**src/rtl/udp_timeout_sched.sv**
```systemverilog
// udp_timeout_sched: multi-channel timeout scheduler for the UDP path.
// Channels are armed with a tick count and count down on a shared timer
// tick. Expired channels are reported one at a time through a registered
// valid/ready slot, chosen round-robin.
// Optional feature macro: UDP_TIMEOUT_PERIODIC_EN adds periodic reload
// channels (arm_periodic input, sticky overrun output).
module udp_timeout_sched #(
   parameter int unsigned NUM_CH = 4,
   parameter int unsigned CH_W   = 2,
   parameter int unsigned CNT_W  = 8
) (
   input  logic              clk,
   input  logic              reset,
   input  logic              tick_in,
   input  logic              arm_valid,
   input  logic [CH_W-1:0]   arm_ch,
   input  logic [CNT_W-1:0]  arm_count,
   input  logic              cancel_valid,
   input  logic [CH_W-1:0]   cancel_ch,
   output logic              expire_valid,
   output logic [CH_W-1:0]   expire_ch,
   input  logic              expire_ready,
`ifdef UDP_TIMEOUT_PERIODIC_EN
   input  logic              arm_periodic,
   output logic [NUM_CH-1:0] overrun,
`endif
   output logic [NUM_CH-1:0] active
);

   logic [NUM_CH-1:0]            r_running;
   logic [NUM_CH-1:0]            r_pending;
   logic [NUM_CH-1:0][CNT_W-1:0] r_count;
   logic                         r_expire_valid;
   logic [CH_W-1:0]              r_expire_ch;
   logic [CH_W-1:0]              r_rr_ptr;

   logic [NUM_CH-1:0]            w_running_d;
   logic [NUM_CH-1:0]            w_pending_d;
   logic [NUM_CH-1:0][CNT_W-1:0] w_count_d;

   logic                         w_arm_in_range;
   logic                         w_cancel_in_range;
   logic                         w_slot_free;
   logic                         w_load;
   logic                         w_sel_found;
   logic [CH_W-1:0]              w_sel_ch;
   logic [CH_W-1:0]              w_rr_next;

`ifdef UDP_TIMEOUT_PERIODIC_EN
   logic [NUM_CH-1:0]            r_periodic;
   logic [NUM_CH-1:0]            r_overrun;
   logic [NUM_CH-1:0][CNT_W-1:0] r_reload;
   logic [NUM_CH-1:0]            w_periodic_d;
   logic [NUM_CH-1:0]            w_overrun_d;
   logic [NUM_CH-1:0][CNT_W-1:0] w_reload_d;
   logic [NUM_CH-1:0]            w_unconsumed;

   assign overrun = r_overrun;
`endif

   assign w_arm_in_range    = 32'(arm_ch) < NUM_CH;
   assign w_cancel_in_range = 32'(cancel_ch) < NUM_CH;
   assign w_slot_free       = !r_expire_valid || expire_ready;
   assign w_load            = w_slot_free && w_sel_found;

   assign expire_valid = r_expire_valid;
   assign expire_ch    = r_expire_ch;
   assign active       = r_running;

   // Round-robin pick: lowest pending channel at or above the pointer, else lowest overall
   always_comb begin
      logic            v_hi_found;
      logic [CH_W-1:0] v_hi_ch;
      logic [CH_W-1:0] v_lo_ch;
      v_hi_found  = 1'b0;
      v_hi_ch     = '0;
      v_lo_ch     = '0;
      w_sel_found = 1'b0;
      for (int c = NUM_CH - 1; c >= 0; c--) begin
         if (r_pending[c]) begin
            if (CH_W'(c) >= r_rr_ptr) begin
               v_hi_found = 1'b1;
               v_hi_ch    = CH_W'(c);
            end
            w_sel_found = 1'b1;
            v_lo_ch     = CH_W'(c);
         end
      end
      w_sel_ch  = v_hi_found ? v_hi_ch : v_lo_ch;
      w_rr_next = (w_sel_ch == CH_W'(NUM_CH - 1)) ? '0 : w_sel_ch + 1'b1;
   end

`ifdef UDP_TIMEOUT_PERIODIC_EN
   // A previous report is still outstanding if it is pending (and not being
   // taken this edge) or sitting in the slot without being accepted.
   always_comb begin
      for (int c = 0; c < NUM_CH; c++) begin
         w_unconsumed[c] = (r_pending[c] && !(w_load && (w_sel_ch == CH_W'(c)))) ||
                           (r_expire_valid && (r_expire_ch == CH_W'(c)) && !expire_ready);
      end
   end
`endif

   // Per-channel next state: cancel beats arm, arm beats tick, new expiry beats slot load
   always_comb begin
      w_running_d = r_running;
      w_pending_d = r_pending;
      w_count_d   = r_count;
`ifdef UDP_TIMEOUT_PERIODIC_EN
      w_periodic_d = r_periodic;
      w_overrun_d  = r_overrun;
      w_reload_d   = r_reload;
`endif
      for (int c = 0; c < NUM_CH; c++) begin
         if (w_load && (w_sel_ch == CH_W'(c))) begin
            w_pending_d[c] = 1'b0;
         end
         if (cancel_valid && w_cancel_in_range && (cancel_ch == CH_W'(c))) begin
            w_running_d[c] = 1'b0;
            w_pending_d[c] = 1'b0;
            w_count_d[c]   = '0;
`ifdef UDP_TIMEOUT_PERIODIC_EN
            w_periodic_d[c] = 1'b0;
            w_overrun_d[c]  = 1'b0;
`endif
         end else if (arm_valid && w_arm_in_range && (arm_ch == CH_W'(c))) begin
            if (arm_count == '0) begin
               w_running_d[c] = 1'b0;
               w_pending_d[c] = 1'b1;
               w_count_d[c]   = '0;
            end else begin
               w_running_d[c] = 1'b1;
               w_pending_d[c] = 1'b0;
               w_count_d[c]   = arm_count;
            end
`ifdef UDP_TIMEOUT_PERIODIC_EN
            // Zero-count periodic arm degenerates to one-shot
            w_periodic_d[c] = arm_periodic && (arm_count != '0);
            w_reload_d[c]   = arm_count;
            w_overrun_d[c]  = 1'b0;
`endif
         end else if (tick_in && r_running[c]) begin
            if (r_count[c] == CNT_W'(1)) begin
               w_pending_d[c] = 1'b1;
`ifdef UDP_TIMEOUT_PERIODIC_EN
               if (r_periodic[c]) begin
                  w_count_d[c] = r_reload[c];
                  if (w_unconsumed[c]) begin
                     w_overrun_d[c] = 1'b1;
                  end
               end else begin
                  w_running_d[c] = 1'b0;
                  w_count_d[c]   = '0;
               end
`else
               w_running_d[c] = 1'b0;
               w_count_d[c]   = '0;
`endif
            end else begin
               w_count_d[c] = r_count[c] - 1'b1;
            end
         end
      end
   end

   // Channel state registers
   always_ff @(posedge clk or posedge reset) begin
      if (reset) begin
         r_running <= '0;
         r_pending <= '0;
         r_count   <= '0;
      end else begin
         r_running <= w_running_d;
         r_pending <= w_pending_d;
         r_count   <= w_count_d;
      end
   end

`ifdef UDP_TIMEOUT_PERIODIC_EN
   // Periodic configuration and sticky overrun flags
   always_ff @(posedge clk or posedge reset) begin
      if (reset) begin
         r_periodic <= '0;
         r_overrun  <= '0;
         r_reload   <= '0;
      end else begin
         r_periodic <= w_periodic_d;
         r_overrun  <= w_overrun_d;
         r_reload   <= w_reload_d;
      end
   end
`endif

   // Report slot and round-robin pointer; slot holds until accepted
   always_ff @(posedge clk or posedge reset) begin
      if (reset) begin
         r_expire_valid <= 1'b0;
         r_expire_ch    <= '0;
         r_rr_ptr       <= '0;
      end else if (w_slot_free) begin
         r_expire_valid <= w_sel_found;
         if (w_sel_found) begin
            r_expire_ch <= w_sel_ch;
            r_rr_ptr    <= w_rr_next;
         end
      end
   end

endmodule

```
**config.mk**
```make
export PLATFORM = sky130hd
export DESIGN_NAME = udp_timeout_sched
export DESIGN_NICKNAME = d
export VERILOG_FILES = /design/src/rtl/udp_timeout_sched.sv
export SDC_FILE = /design/constraint.sdc
export NUM_CORES = 1
export LEC_CHECK = 0
export ABC_CLOCK_PERIOD_IN_PS = 2200
export CORE_MARGIN = 2
export CORE_UTILIZATION = 40
export DETAILED_ROUTE_END_ITERATION = 10
export PLACE_DENSITY = 0.68
export RECOVER_POWER = 100
export SLEW_MARGIN = 0
export SYNTH_ARGS = -nofsm -noshare
export SYNTH_HDL_FRONTEND = slang
export SYNTH_SLANG_ARGS = --single-unit
```
**constraint.sdc**
```tcl
create_clock -name clk -period 2.2 [get_ports clk]
set_input_delay 0.44 -clock clk [delete_from_list [all_inputs] [get_ports clk]]
set_output_delay 0.44 -clock clk [all_outputs]
set_load 0.05 [all_outputs]
```
==> impl_metrics.toml, run 1 <==
[setup_path]
critPathBufInv = 1
r2r.worst_path.cells = 9
cp_data_required_time_ps = 1760
reg2reg_setup_slack_ps = 240
max_stage_delay_ps = 910
cp_max_fo = 6
crit_type = "flip-flop to output pin"
slowest_stage = "dlygate4sd3_1"
cp.arrival_ps = 1650
cp_cell_sequence = "dlygate4sd3_1"
path_delay_family = "buffers and inverters"
r2r_start = "r_rr_ptr[1]$_DFFE_PP0P_"
crit_path_end_kind = "output pin"
reg2reg_to = "r_pending[0]$_DFF_PP0_"
cp-start-kind = "flip-flop"

[synthesis]
synthArstFlopShare = 1.00
ys_top_cells_by_area = "dfrtp_1, a21oi_1, ha_1, o21ai_0, nand2_1"
synthesis.area_sq_mm = 0.00290
netlist_instances = 336
ys_seq_elements = 45
synth_area_leader_cell = "dfrtp_1"
synth_edf_count = 0
synth_cell_types = 51
synth_top_area_share = 0.388
synthTopCellsByCount = "dfrtp_1, a21oi_1, nand2_1"
ys.flop_type = "dfrtp_1"
yosysWarnings = 0
postSynthAreaPerCell_sq_um = 8.63
ys_seq_area_frac = 0.388
synth.most_common_cell = "dfrtp_1"
synthesis.nets = 366

[power_and_ir_drop]
sequentialPowerShare = 0.422
clkPwrFrac = 0.191
peakVddDrop_mv = 0.335
p_sw_mw = 1.22
p_int_mw = 1.86
leakage_nw = 1.46
p_comb_frac = 0.388
switching_share = 0.397
power_density_mw_per_mm2 = 894

[cts]
cts_buffer_depth = 2
clkSinkCount = 45
hold_buffers = 0
cts_tree = "done"
clock-root-buffer = "clkbuf_8"
clk_transition_reported_paths_ps = 90
htreeDepth = 2
worstSkewPairLatency_ps = 300
cts_buffers = 5
post_cts.repair.setup_buffers = 0
cts-resized-gates = 0

[timing]
fin_crit_sh = 0.952
fmax_mhz = 478
finalMaxSlewViolations = 0
worst_pin_slew_ps = 1140
rsz0062_at_grt = "no"
fin_tns_setup_ps = 0
slew_headroom = 0.237
period_minus_slack_ps = 2090
hold_viol_final = 0
fin_skew_ps = 6.82
setup_viol = 0

[drt]
avgViaCountPerCell = 5.60
drtPass1Iterations = 4
drtIter0Drc = 142
vias = 2681
antenna_left = 0
drc = 0
totalWireLength_microns = 7620
wl_per_cell_microns = 15.9

[final_layout]
fill_cells = 704
area_delta_synth_final_pct = 18.8
diodes = 0
drive_gt1_frac = 0.0921
fin_util = 0.482
nNetsFinal = 409

[die]
core_area_sq_mm = 0.00714
num_rows = 31
fp.dieH_microns = 89.1
die_x_microns = 89.1
ios = 25
dieArea_sq_mm = 0.00794
initial_core_util = 0.406

[outcome]
status = "completed"

[hold_path]
hold_path.startpoint = "expire_ch[0]$_DFFE_PP0P_"
holdPathEnd = "expire_ch[0]$_DFFE_PP0P_"
hp-class = "flip-flop to flip-flop"
hold_path_depth = 1

[place]
dp_hpwl_microns = 5600
numPortBuffers = 24
routabilityCongestion = 0.878

[global_routing]
grt.overflow.total = 0
antenna_found_initial = 0
track_usage = 0.207
grt_max_degree = 46
grt_first_pass_wirelength_microns = 12400
first_global_vias = 2486
busiest_layer = "met2"
met3_usage = 0.0360
use_met1 = 0.285
grt_util_met2 = 0.335

[job]
drv_cap = 0
state kept, by name, summed over array words and instances, names as in the netlist:
register      cells
active            4
expire_ch         2
expire_valid      1
r_count          32
r_pending         4
r_rr_ptr          2
area by class of cell:
class                      instances  area, sq um  share of cell area
sequential                        45         1130               0.327
multi-input combinational        263         1640               0.476
timing repair buffer              45          382               0.111
tap                               99          124              0.0360
clock inverter                     1         5.00             0.00145
clock buffer                       7         96.3              0.0280
inverter                          19         71.3              0.0207
power by group through the flow:
stage	clock network [mW]	registers (mW)	logic [mW]
final	0.587	1.30	1.19
after CTS	0.604	1.30	1.24
after detailed placement	0	1.31	1.24
after global placement	0	1.30	1.20
after floorplan	0	1.37	0.767
after global routing	0.635	1.34	1.34
logic make-up (layout without fill, tap and decap cells):
kind of cell	after synthesis	count (layout)	synth area share
xor+xnor	3	3	0.00907
flops	45	45	0.388
mux	13	13	0.0462
simple gates	132	132	0.249
compound gates	103	103	0.217
buf+inv	28	72	0.0384
fa+ha+maj	12	12	0.0518
per-layer routing:
metal / up-vias / wire length, microns
met5: - / 0
met4: 0 / 92
met3: 7 / 315
met2: 60 / 3610
met1: 1286 / 3600
li1: 1328 / -
layout by cell type, fill, tap and decap left out, types with 8 or more instances in the layout:
cell / instances
dlygate4sd3_1: 10
mux2i_1: 10
ha_1: 12
nor3_1: 8
nand3_1: 19
dfrtp_1: 45
clkdlybuf4s50_1: 14
a21oi_1: 39
nand2_1: 34
buf_4: 15
nor3b_1: 8
o21ai_0: 28
nor4_1: 10
inv_1: 18
nor2_1: 20
per-stage QoR:
stage                     hold slack [ps]  cells  setup slack, ps  instance area [sq um]  power [mW]
after global routing                  560    479             60.2                   3440        3.31
final                                 514    479              107                   3440        3.08
after global placement                490    471              149                   3410        2.51
after detailed placement              501    471              108                   3410        2.55
after CTS                             488    479              154                   3510        3.15
after floorplan                       470    336              375                   2900        2.14
how the worst max path moves through the flow:
| stage | start | endpoint | slack [ps] | cells past startpoint |
|---|---|---|---|---|
| 3_3_place_gp | tick_in | r_count[7]$_DFFE_PP0P_ | 150 | 6 |
| 6_report | active[2]$_DFFE_PP0P_ | active[2] | 110 | 1 |
| 3_5_place_dp | tick_in | r_count[7]$_DFFE_PP0P_ | 110 | 6 |
| 5_1_grt | active[2]$_DFFE_PP0P_ | active[2] | 60 | 1 |
| 4_1_cts | active[0]$_DFFE_PP0P_ | active[0] | 150 | 1 |
| 2_1_floorplan | r_rr_ptr[1]$_DFFE_PP0P_ | r_pending[0]$_DFF_PP0_ | 380 | 8 |
No activity file was read; power rests on OpenSTA's default activity.
==> inputs of run 2 (changes only) <==
Settings changed: CTS_BUF_LIST set to sky130_fd_sc_hd__clkbuf_4.
==> run 2 against run 1 <==
Against the previous run: core utilization is 0.56 points lower; non-clock buffer count stayed put; combinational power hardly changed; critical path type unchanged; via count is 0.56% higher; worst hold slack better by 9.9 ps; sequential share of layout area is 0.38 points higher; worst setup slack worse by 23 ps; routed wire length hardly changed.
==> impl_metrics.toml, run 2 (synthesis gave the netlist of run 1 again) <==
[timing]
fin_crit_sh = 0.962
hold_viol_final = 0
finalMaxSlewViolations = 0
fin_skew_ps = 11.7
worst_pin_slew_ps = 1160
period_minus_slack_ps = 2120
setup_viol = 0
slew_headroom = 0.227
setup_slack_ps = 83.2
whs_ps = 524
rsz0062_at_grt = "no"
fin_tns_setup_ps = 0
fmax_mhz = 472

[place]
post_dp_cell_area_sq_mm = 0.00341
dp_hpwl_microns = 5600
post-place-ws_ps = 108
numPortBuffers = 24
routabilityCongestion = 0.878

[setup_path]
path_delay_family = "buffers and inverters"
crit_path_end_kind = "output pin"
cp_data_required_time_ps = 1760
cp.arrival_ps = 1680
critPathBufInv = 1
crit_type = "flip-flop to output pin"
cp-startpoint = "active[0]$_DFFE_PP0P_"
cp_cell_sequence = "clkdlybuf4s50_1"
cp-start-kind = "flip-flop"
max_stage_delay_ps = 850
cp_max_fo = 6
r2r_start = "r_rr_ptr[1]$_DFFE_PP0P_"
slowest_stage = "clkdlybuf4s50_1"

[final_layout]
nNetsFinal = 409
diodes = 0
fill_cells = 709
regMostFlops = "r_count"
area_delta_synth_final_pct = 17.4
final_area_sq_mm = 0.00340
drive_gt1_frac = 0.0842
layout_common_cells = "dfrtp_1, a21oi_1, nand2_1"
mostFrequentLayoutCell = "dfrtp_1"
largest_reg_flops = 32

[drt]
vias = 2696
drtIter0Drc = 131
antenna_left = 0
avgViaCountPerCell = 5.63
drc = 0
wl_per_cell_microns = 15.9
drtPass1Iterations = 6
totalWireLength_microns = 7620

[cts]
htreeDepth = 2
hold_buffers = 0
post_cts.repair.setup_buffers = 0
cts-resized-gates = 0
worstSkewPairLatency_ps = 370
clkSinkCount = 45
cts_buffers = 5
cts_tree = "done"
cts_buffer_depth = 2
clock-root-buffer = "clkbuf_4"
clk_transition_reported_paths_ps = 130

[die]
initial_core_util = 0.406
num_rows = 31
die_x_microns = 89.1
dieArea_sq_mm = 0.00794
fp.dieH_microns = 89.1
core_area_sq_mm = 0.00714
ios = 25

[power_and_ir_drop]
p_comb_frac = 0.413
leakage_nw = 1.43
power_density_mw_per_mm2 = 851
switching_share = 0.416
p_int_mw = 1.69
sequentialPowerShare = 0.448
p_sw_mw = 1.21
peakVddDrop_mv = 0.337
clkPwrFrac = 0.139

[hold_path]
hp-class = "flip-flop to flip-flop"
hold_path.startpoint = "expire_ch[0]$_DFFE_PP0P_"

[global_routing]
track_usage = 0.205
antenna_found_initial = 0
first_global_vias = 2471
grt.overflow.total = 0
grt_first_pass_wirelength_microns = 12300
grt_max_degree = 46

[outcome]
status = "completed"

[job]
drv_cap = 0
## run 2: final timing paths
path / end / slack (ps) / depth (start not counted)
min: expire_ch[0]$_DFFE_PP0P_ / 520 / 1
max in group asynchronous: r_count[2]$_DFFE_PP0P_ / 640 / 3
max reg2reg: r_pending[0]$_DFF_PP0_ / 200 / 9
min reg2reg: expire_ch[0]$_DFFE_PP0P_ / 520 / 1
min in group asynchronous: r_pending[3]$_DFF_PP0_ / 870 / 3
max: active[0] / 80 / 1
## run 2: final cells by class
cell class                 count  area (sq um)  area share
multi-input combinational    263          1640       0.482
sequential                    45          1130       0.331
timing repair buffer          45           393       0.115
tap                           99           124      0.0364
inverter                      19          71.3      0.0210
clock buffer                   5          37.5      0.0110
clock inverter                 3          12.5     0.00368
## run 2: metal layers
metal	wire length, microns	vias up	global-route usage
li1	-	1327	-
met1	3490	1289	0.282
met2	3590	66	0.335
met3	376	14	0.0351
met4	162	0	0.0543
met5	0	-	0
## run 2: power groups by stage
| stage | Sequential, mW | Clock, mW | Combinational (mW) |
|---|---|---|---|
| after global placement | 1.30 | 0 | 1.20 |
| after floorplan | 1.37 | 0 | 0.767 |
| final | 1.30 | 0.404 | 1.20 |
| after detailed placement | 1.31 | 0 | 1.24 |
| after CTS | 1.30 | 0.415 | 1.24 |
| after global routing | 1.34 | 0.449 | 1.34 |
## run 2: per-stage QoR
stage	util	power (mW)	instances
after CTS	0.484	2.95	479
final	0.477	2.90	479
after global routing	0.477	3.12	479
after global placement	0.477	2.51	471
after detailed placement	0.477	2.55	471
after floorplan	-	2.14	336
